### config.mk
export PLATFORM = sky130hd
export DESIGN_NAME = motor_ramp_ctrl
export DESIGN_NICKNAME = d
export VERILOG_FILES = /design/src/rtl/motor_ramp_ctrl.sv
export SDC_FILE = /design/constraint.sdc
export NUM_CORES = 1
export LEC_CHECK = 0
export ABC_CLOCK_PERIOD_IN_PS = 7300
export CELL_PAD_IN_SITES_DETAIL_PLACEMENT = 1
export CELL_PAD_IN_SITES_GLOBAL_PLACEMENT = 1
export CORE_MARGIN = 2
export CORE_UTILIZATION = 45
export CTS_CLUSTER_SIZE = 30
export DETAILED_ROUTE_END_ITERATION = 6
export PLACE_DENSITY_LB_ADDON = 0.1
export SLEW_MARGIN = 20
export SYNTH_ARGS = -nofsm -noshare
export SYNTH_HDL_FRONTEND = slang
export SYNTH_SLANG_ARGS = --single-unit
### constraint.sdc
create_clock -name clk_3125K -period 7.3 [get_ports clk_3125K]
set_clock_uncertainty 0.05 [all_clocks]
set_input_delay 1.095 -clock clk_3125K [delete_from_list [all_inputs] [get_ports clk_3125K]]
set_output_delay 1.095 -clock clk_3125K [all_outputs]
set_load 0.05 [all_outputs]
### src/rtl/motor_ramp_ctrl.sv
// motor_ramp_ctrl: ramps a signed speed command into PWM duty + direction.
// Optional brake input is added when MOTOR_RAMP_BRAKE_EN is defined.
module motor_ramp_ctrl #(
  parameter int STEP     = 16,
  parameter int TICK_DIV = 3125,
  parameter int DEADTIME = 3125
) (
  input  logic        clk_3125K,
  input  logic        reset,
`ifdef MOTOR_RAMP_BRAKE_EN
  input  logic        brake,
`endif
  input  logic        cmd_valid,
  input  logic [12:0] cmd_speed,
  output logic        cmd_ready,
  output logic [11:0] duty_cycle,
  output logic        forward,
  output logic        at_target
);

  localparam int TW = (TICK_DIV > 1) ? $clog2(TICK_DIV) : 1;
  localparam int DW = (DEADTIME > 1) ? $clog2(DEADTIME) : 1;
  localparam logic [TW-1:0] TICK_LAST = TW'(TICK_DIV - 1);
  localparam logic [DW-1:0] DEAD_LAST = DW'(DEADTIME - 1);
  localparam logic [12:0]   STEP13    = 13'(STEP);

  typedef enum logic [1:0] {
    S_IDLE,
    S_RAMP,
    S_DEAD
  } state_t;

  state_t r_state;
  state_t w_state_nxt;

  logic [TW-1:0] r_tick_cnt;
  logic [DW-1:0] r_dead_cnt;
  logic [11:0]   r_duty;
  logic [11:0]   r_tmag;
  logic          r_fwd;
  logic          r_tdir;

  logic          w_brake;
  logic          w_tick;
  logic          w_accept;
  logic          w_dead_done;
  logic          w_dir_match;
  logic          w_at_tgt;
  logic          w_cmd_neg;
  logic [12:0]   w_abs;
  logic [11:0]   w_new_mag;
  logic          w_new_dir;
  logic          w_new_diff;
  logic [12:0]   w_duty13;
  logic [12:0]   w_tmag13;
  logic [12:0]   w_gap;
  logic [12:0]   w_step;
  logic [12:0]   w_sum;
  logic [11:0]   w_duty_ramp;

`ifdef MOTOR_RAMP_BRAKE_EN
  assign w_brake = brake;
`else
  assign w_brake = 1'b0;
`endif

  assign w_tick      = (r_tick_cnt == TICK_LAST);
  assign w_dead_done = (r_dead_cnt == DEAD_LAST);
  assign w_accept    = cmd_valid && cmd_ready;

  // -4096 has no positive twin in 13 bits; clamp its magnitude to 4095
  assign w_cmd_neg = cmd_speed[12];
  assign w_abs     = w_cmd_neg ? (13'd0 - cmd_speed) : cmd_speed;
  assign w_new_mag = w_abs[12] ? 12'hFFF : w_abs[11:0];
  assign w_new_dir = (w_new_mag == 12'd0) ? r_fwd : !w_cmd_neg;
  assign w_new_diff = (w_new_mag != r_duty) || (w_new_dir != r_fwd);

  assign w_dir_match = (r_fwd == r_tdir);
  assign w_at_tgt    = w_dir_match && (r_duty == r_tmag);

  assign w_duty13 = {1'b0, r_duty};
  assign w_tmag13 = {1'b0, r_tmag};

  always_comb begin
    w_gap       = 13'd0;
    w_step      = 13'd0;
    w_sum       = w_duty13;
    w_duty_ramp = r_duty;
    if (w_dir_match) begin
      if (w_tmag13 >= w_duty13) begin
        w_gap  = w_tmag13 - w_duty13;
        w_step = (w_gap < STEP13) ? w_gap : STEP13;
        w_sum  = w_duty13 + w_step;
        w_duty_ramp = w_sum[12] ? 12'hFFF : w_sum[11:0];
      end else begin
        w_gap  = w_duty13 - w_tmag13;
        w_step = (w_gap < STEP13) ? w_gap : STEP13;
        w_sum  = w_duty13 - w_step;
        w_duty_ramp = w_sum[11:0];
      end
    end else begin
      w_step = (w_duty13 < STEP13) ? w_duty13 : STEP13;
      w_sum  = w_duty13 - w_step;
      w_duty_ramp = w_sum[11:0];
    end
  end

  always_comb begin
    w_state_nxt = r_state;
    unique case (r_state)
      S_IDLE: begin
        if ((w_accept && w_new_diff) || !w_at_tgt)
          w_state_nxt = S_RAMP;
      end
      S_RAMP: begin
        // a command landing this cycle may retarget; decide next cycle
        if (!w_accept) begin
          if (w_at_tgt)
            w_state_nxt = S_IDLE;
          else if (!w_dir_match && r_duty == 12'd0)
            w_state_nxt = S_DEAD;
        end
      end
      S_DEAD: begin
        if (w_dead_done)
          w_state_nxt = S_RAMP;
      end
      default: w_state_nxt = S_IDLE;
    endcase
  end

  always_ff @(posedge clk_3125K) begin
    if (reset)
      r_state <= S_IDLE;
    else if (w_brake)
      r_state <= S_IDLE;
    else
      r_state <= w_state_nxt;
  end

  always_ff @(posedge clk_3125K) begin
    if (reset)
      r_tick_cnt <= '0;
    else if (w_tick)
      r_tick_cnt <= '0;
    else
      r_tick_cnt <= r_tick_cnt + TW'(1);
  end

  always_ff @(posedge clk_3125K) begin
    if (reset) begin
      r_duty     <= 12'd0;
      r_fwd      <= 1'b1;
      r_tmag     <= 12'd0;
      r_tdir     <= 1'b1;
      r_dead_cnt <= '0;
    end else if (w_brake) begin
      r_duty     <= 12'd0;
      r_tmag     <= 12'd0;
      r_tdir     <= r_fwd;
      r_dead_cnt <= '0;
    end else begin
      if (w_accept) begin
        r_tmag <= w_new_mag;
        r_tdir <= w_new_dir;
      end
      if (r_state == S_RAMP && w_tick)
        r_duty <= w_duty_ramp;
      if (r_state == S_DEAD) begin
        if (w_dead_done) begin
          r_dead_cnt <= '0;
          r_fwd      <= !r_fwd;
        end else begin
          r_dead_cnt <= r_dead_cnt + DW'(1);
        end
      end
    end
  end

  assign cmd_ready  = (r_state != S_DEAD) && !w_brake;
  assign duty_cycle = r_duty;
  assign forward    = r_fwd;
  assign at_target  = w_at_tgt;

endmodule

==> impl_results.md <==
- Critical Path RT: approximately 7500 ps
- CP Cell Sequence: inv_1 > ha_1 > nand2_1 > o31ai_1 > o211ai_1 > o31a_1 > a2111o_1 > nor3_2 > inv_1 > nor2_1 > ha_1 > a21o_1 > a21oi_1 > o21bai_1 > a2111oi_0 > o31ai_1 > a21oi_1 > o21ai_1 > nor2_1 > nand2_1 > o211ai_2 > a211oi_2
- Synth unique cells: 75
- CTS root buffer: clkbuf_16
- First drt pass iteration count: 4
- Die X: ~110 um
- Max-cap violations: 0
- Largest net degree at the start of global routing: 35
- DIE AREA: ~13000 sq um
- P&R area growth vs syn: 10.3%
- Multi-input gate area: ~4200 sq um
- First-pass GRT wire length: 30300 um
- Max frequency: about 160 MHz
- # setup viols final: 0
- Worst hold path class: reg2reg
- Row cnt: 40
- Post-CTS Setup Inserts: 0
- RSZ-0062 raised after global routing: false
- Slew Viols, Final: 0
- Starting Density: 0.460
- Layout cells sized above 1: 0.0437
- Layout Cells excl Fill: 925
- Placed cells: 917
- Synth warn: 0
- CP startpoint kind: flip-flop
- Post-synth ARST share: 0
- Routed length per instance: between 20 and 25 um
- Clk Latency, worst-skew pair: slightly above 300 ps
- Pleak: 2.37 nW
- Min Clock Period, post-route: 6380 ps
- Hold WS: approximately 430 ps
- WL final: around 19000 um
- Total GRT Usage: 0.292
- Nets@finish: about 850
- Syn_area_per_cell: ~7.3 sq um
- I/O pins: 31
- Grt ovf: 0
- Crit Path Max Fanout: 16
- Clock transition at path regs: roughly 80 ps
- Measured slew at the worst slew-check pin: around 940 ps
- CTS sink cnt: 52
- Core area: 12000 sq um
- Clock Path Buffers: 2
- Slowest stage cell, crit path: dfxtp_1
- Post-CTS Resized: 0
- Slew headroom: 0.374
- Main synth FF type: dfxtp_1
- Period utilization: 0.874
- Netlist Area Pre-Place: about 5500 sq um
- Final antenna diode count: 0
- DRT iter0 DRCs: between 200 and 300
- HPWL Detailed: around 15000 um
- Hold Fails Final Rpt: 0
- Synthesized flop and latch total: 52
- Antenna violations before repair: 0
- Via count: 5620
- Arrival time at the worst endpoint: roughly 6500 ps
- Worst setup path class: reg2reg
- Cell Pwr Density: about 130 nW/um^2
- Max IR drop VDD: slightly above 0.1 mV
- CP endpoint kind: flip-flop
- # hold bufs at CTS: 0
- Max stage delay on crit path: about 760 ps
- Seq/Total Area, Yosys: 0.188
- Antenna Nets Post-Route: 0
- Vias in the first global route: 5681
- Fillers: approximately 1500
- Die Height: 115 um
- Setup slack after layout: 917 ps
- # DRC: 0
- Post-Route Setup TNS: 0 ps
- EDFF count, synth: 0
- Status: finished, final reports clean
- Routability cong.: about 0.96
- CTS tree: yes
- Mapped Cells: approximately 750
- Pre-CTS setup slack: about 1000 ps
- Number of buffers created by CTS: 5
- H-tree levels: 2
- FF+latch area: roughly 1000 sq um
- Buffers added on ports: 30
- Vias per cell: about 6.1
-- report_power, final --
part / total [W] / switching, W / internal [W]
logic: 0.000253 / 0.000160 / 0.0000933
registers: 0.000300 / 0.00000837 / 0.000291
clock network: 0.000255 / 0.000125 / 0.000130
-- through the flow --
step                cell area (sq um)   util  power (W)
floorplan                        5570      -   0.000483
global placement                 5940  0.495   0.000549
detailed placement               5940  0.495   0.000554
CTS                              6090  0.507   0.000805
global route                     6090  0.507   0.000847
finish                           6090  0.507   0.000808
-- logic make-up after synthesis --
logic type	after synthesis	share of synthesized area
adder cells (fa/ha/maj)	55	0.130
AO/OA/AOI/OAI	212	0.256
other	2	0.00136
AND/OR/NAND/NOR	280	0.249
flip-flops	52	0.188
XOR/XNOR	58	0.0920
multiplexers	13	0.0238
buffers and inverters	82	0.0600
-- worst paths after layout --
kind,from,endpoint,slack [ps],cells past startpoint
setup / recovery,duty_cycle[4],duty_cycle[9],920,22
hold / removal,r_tick_cnt[0],r_tick_cnt[0],430,1
setup reg to reg,duty_cycle[4],duty_cycle[9],920,22
hold reg to reg,r_tick_cnt[0],r_tick_cnt[0],430,1
-- area by class of cell --
class | count | area share
repair buffers | 33 | 0.0530
inverters | 53 | 0.0327
clock buffers | 5 | 0.0205
flip-flops and latches | 52 | 0.171
clock inverters | 3 | 0.00411
multi-input cells | 632 | 0.689
well taps | 147 | 0.0302
-- layout by cell type, fill, tap and decap left out, types with 4 or more instances in the layout --
master	Yosys	final
o21bai_1	6	6
xnor2_1	39	39
nand3_1	23	23
nand2_1	63	63
ha_1	51	51
clkbuf_16	0	5
o21ai_1	6	6
and3_1	5	5
or4_1	4	4
nand3b_1	5	5
o221ai_1	8	8
nor2b_1	10	10
nor3_1	20	20
o21ai_0	36	36
o211ai_1	4	4
and2_1	8	8
a211oi_1	11	11
nand4_1	12	12
o22ai_1	4	4
or3_1	8	8
o31ai_1	6	6
inv_1	53	53
mux2i_1	12	12
xor2_1	19	19
a31oi_1	4	4
o2111ai_1	4	4
o21a_1	9	9
a21o_1	7	7
clkdlybuf4s50_1	0	30
or2_2	5	5
fa_1	4	4
conb_1	2	14
dfxtp_1	52	52
nor2_1	90	90
a21oi_1	72	72
nor4_1	12	12
-- synth_stat cells, types with 19 or more instances --
library cell	count	area, sq um
nand3_1	23	115
dfxtp_1	52	1040
o21ai_0	36	180
ha_1	51	638
inv_1	53	199
nor2_1	90	338
clkbuf_1	20	75.1
xnor2_1	39	342
xor2_1	19	166
nand2_1	63	236
nor3_1	20	100
a21oi_1	72	360
-- flip-flops by register name (all words and copies together), names as in the netlist, named ones only --
name / count
r_tdir: 1
r_tick_cnt: 12
forward: 1
duty_cycle: 11
r_tmag: 12
r_dead_cnt: 12
r_state: 2
-- metal layers --
| metal | routed length (um) | vias up | track usage |
|---|---|---|---|
| met5 | 0 | - | 0 |
| li1 | - | 2733 | - |
| met3 | 650 | 24 | 0.0390 |
| met1 | 9120 | 2760 | 0.410 |
| met2 | 8490 | 103 | 0.476 |
| met4 | 342 | 0 | 0.0707 |
-- worst max-delay path, delay by kind of cell, from the launching register on --
family | cells | cell delay, ps
and+or+nand+nor | 5 | 930
DFF | 1 | 760
buffers and inverters | 2 | 360
AOI/OAI and AO/OA | 13 | 3230
adders and majority gates | 2 | 940
Power figures use the tool's default switching activity.
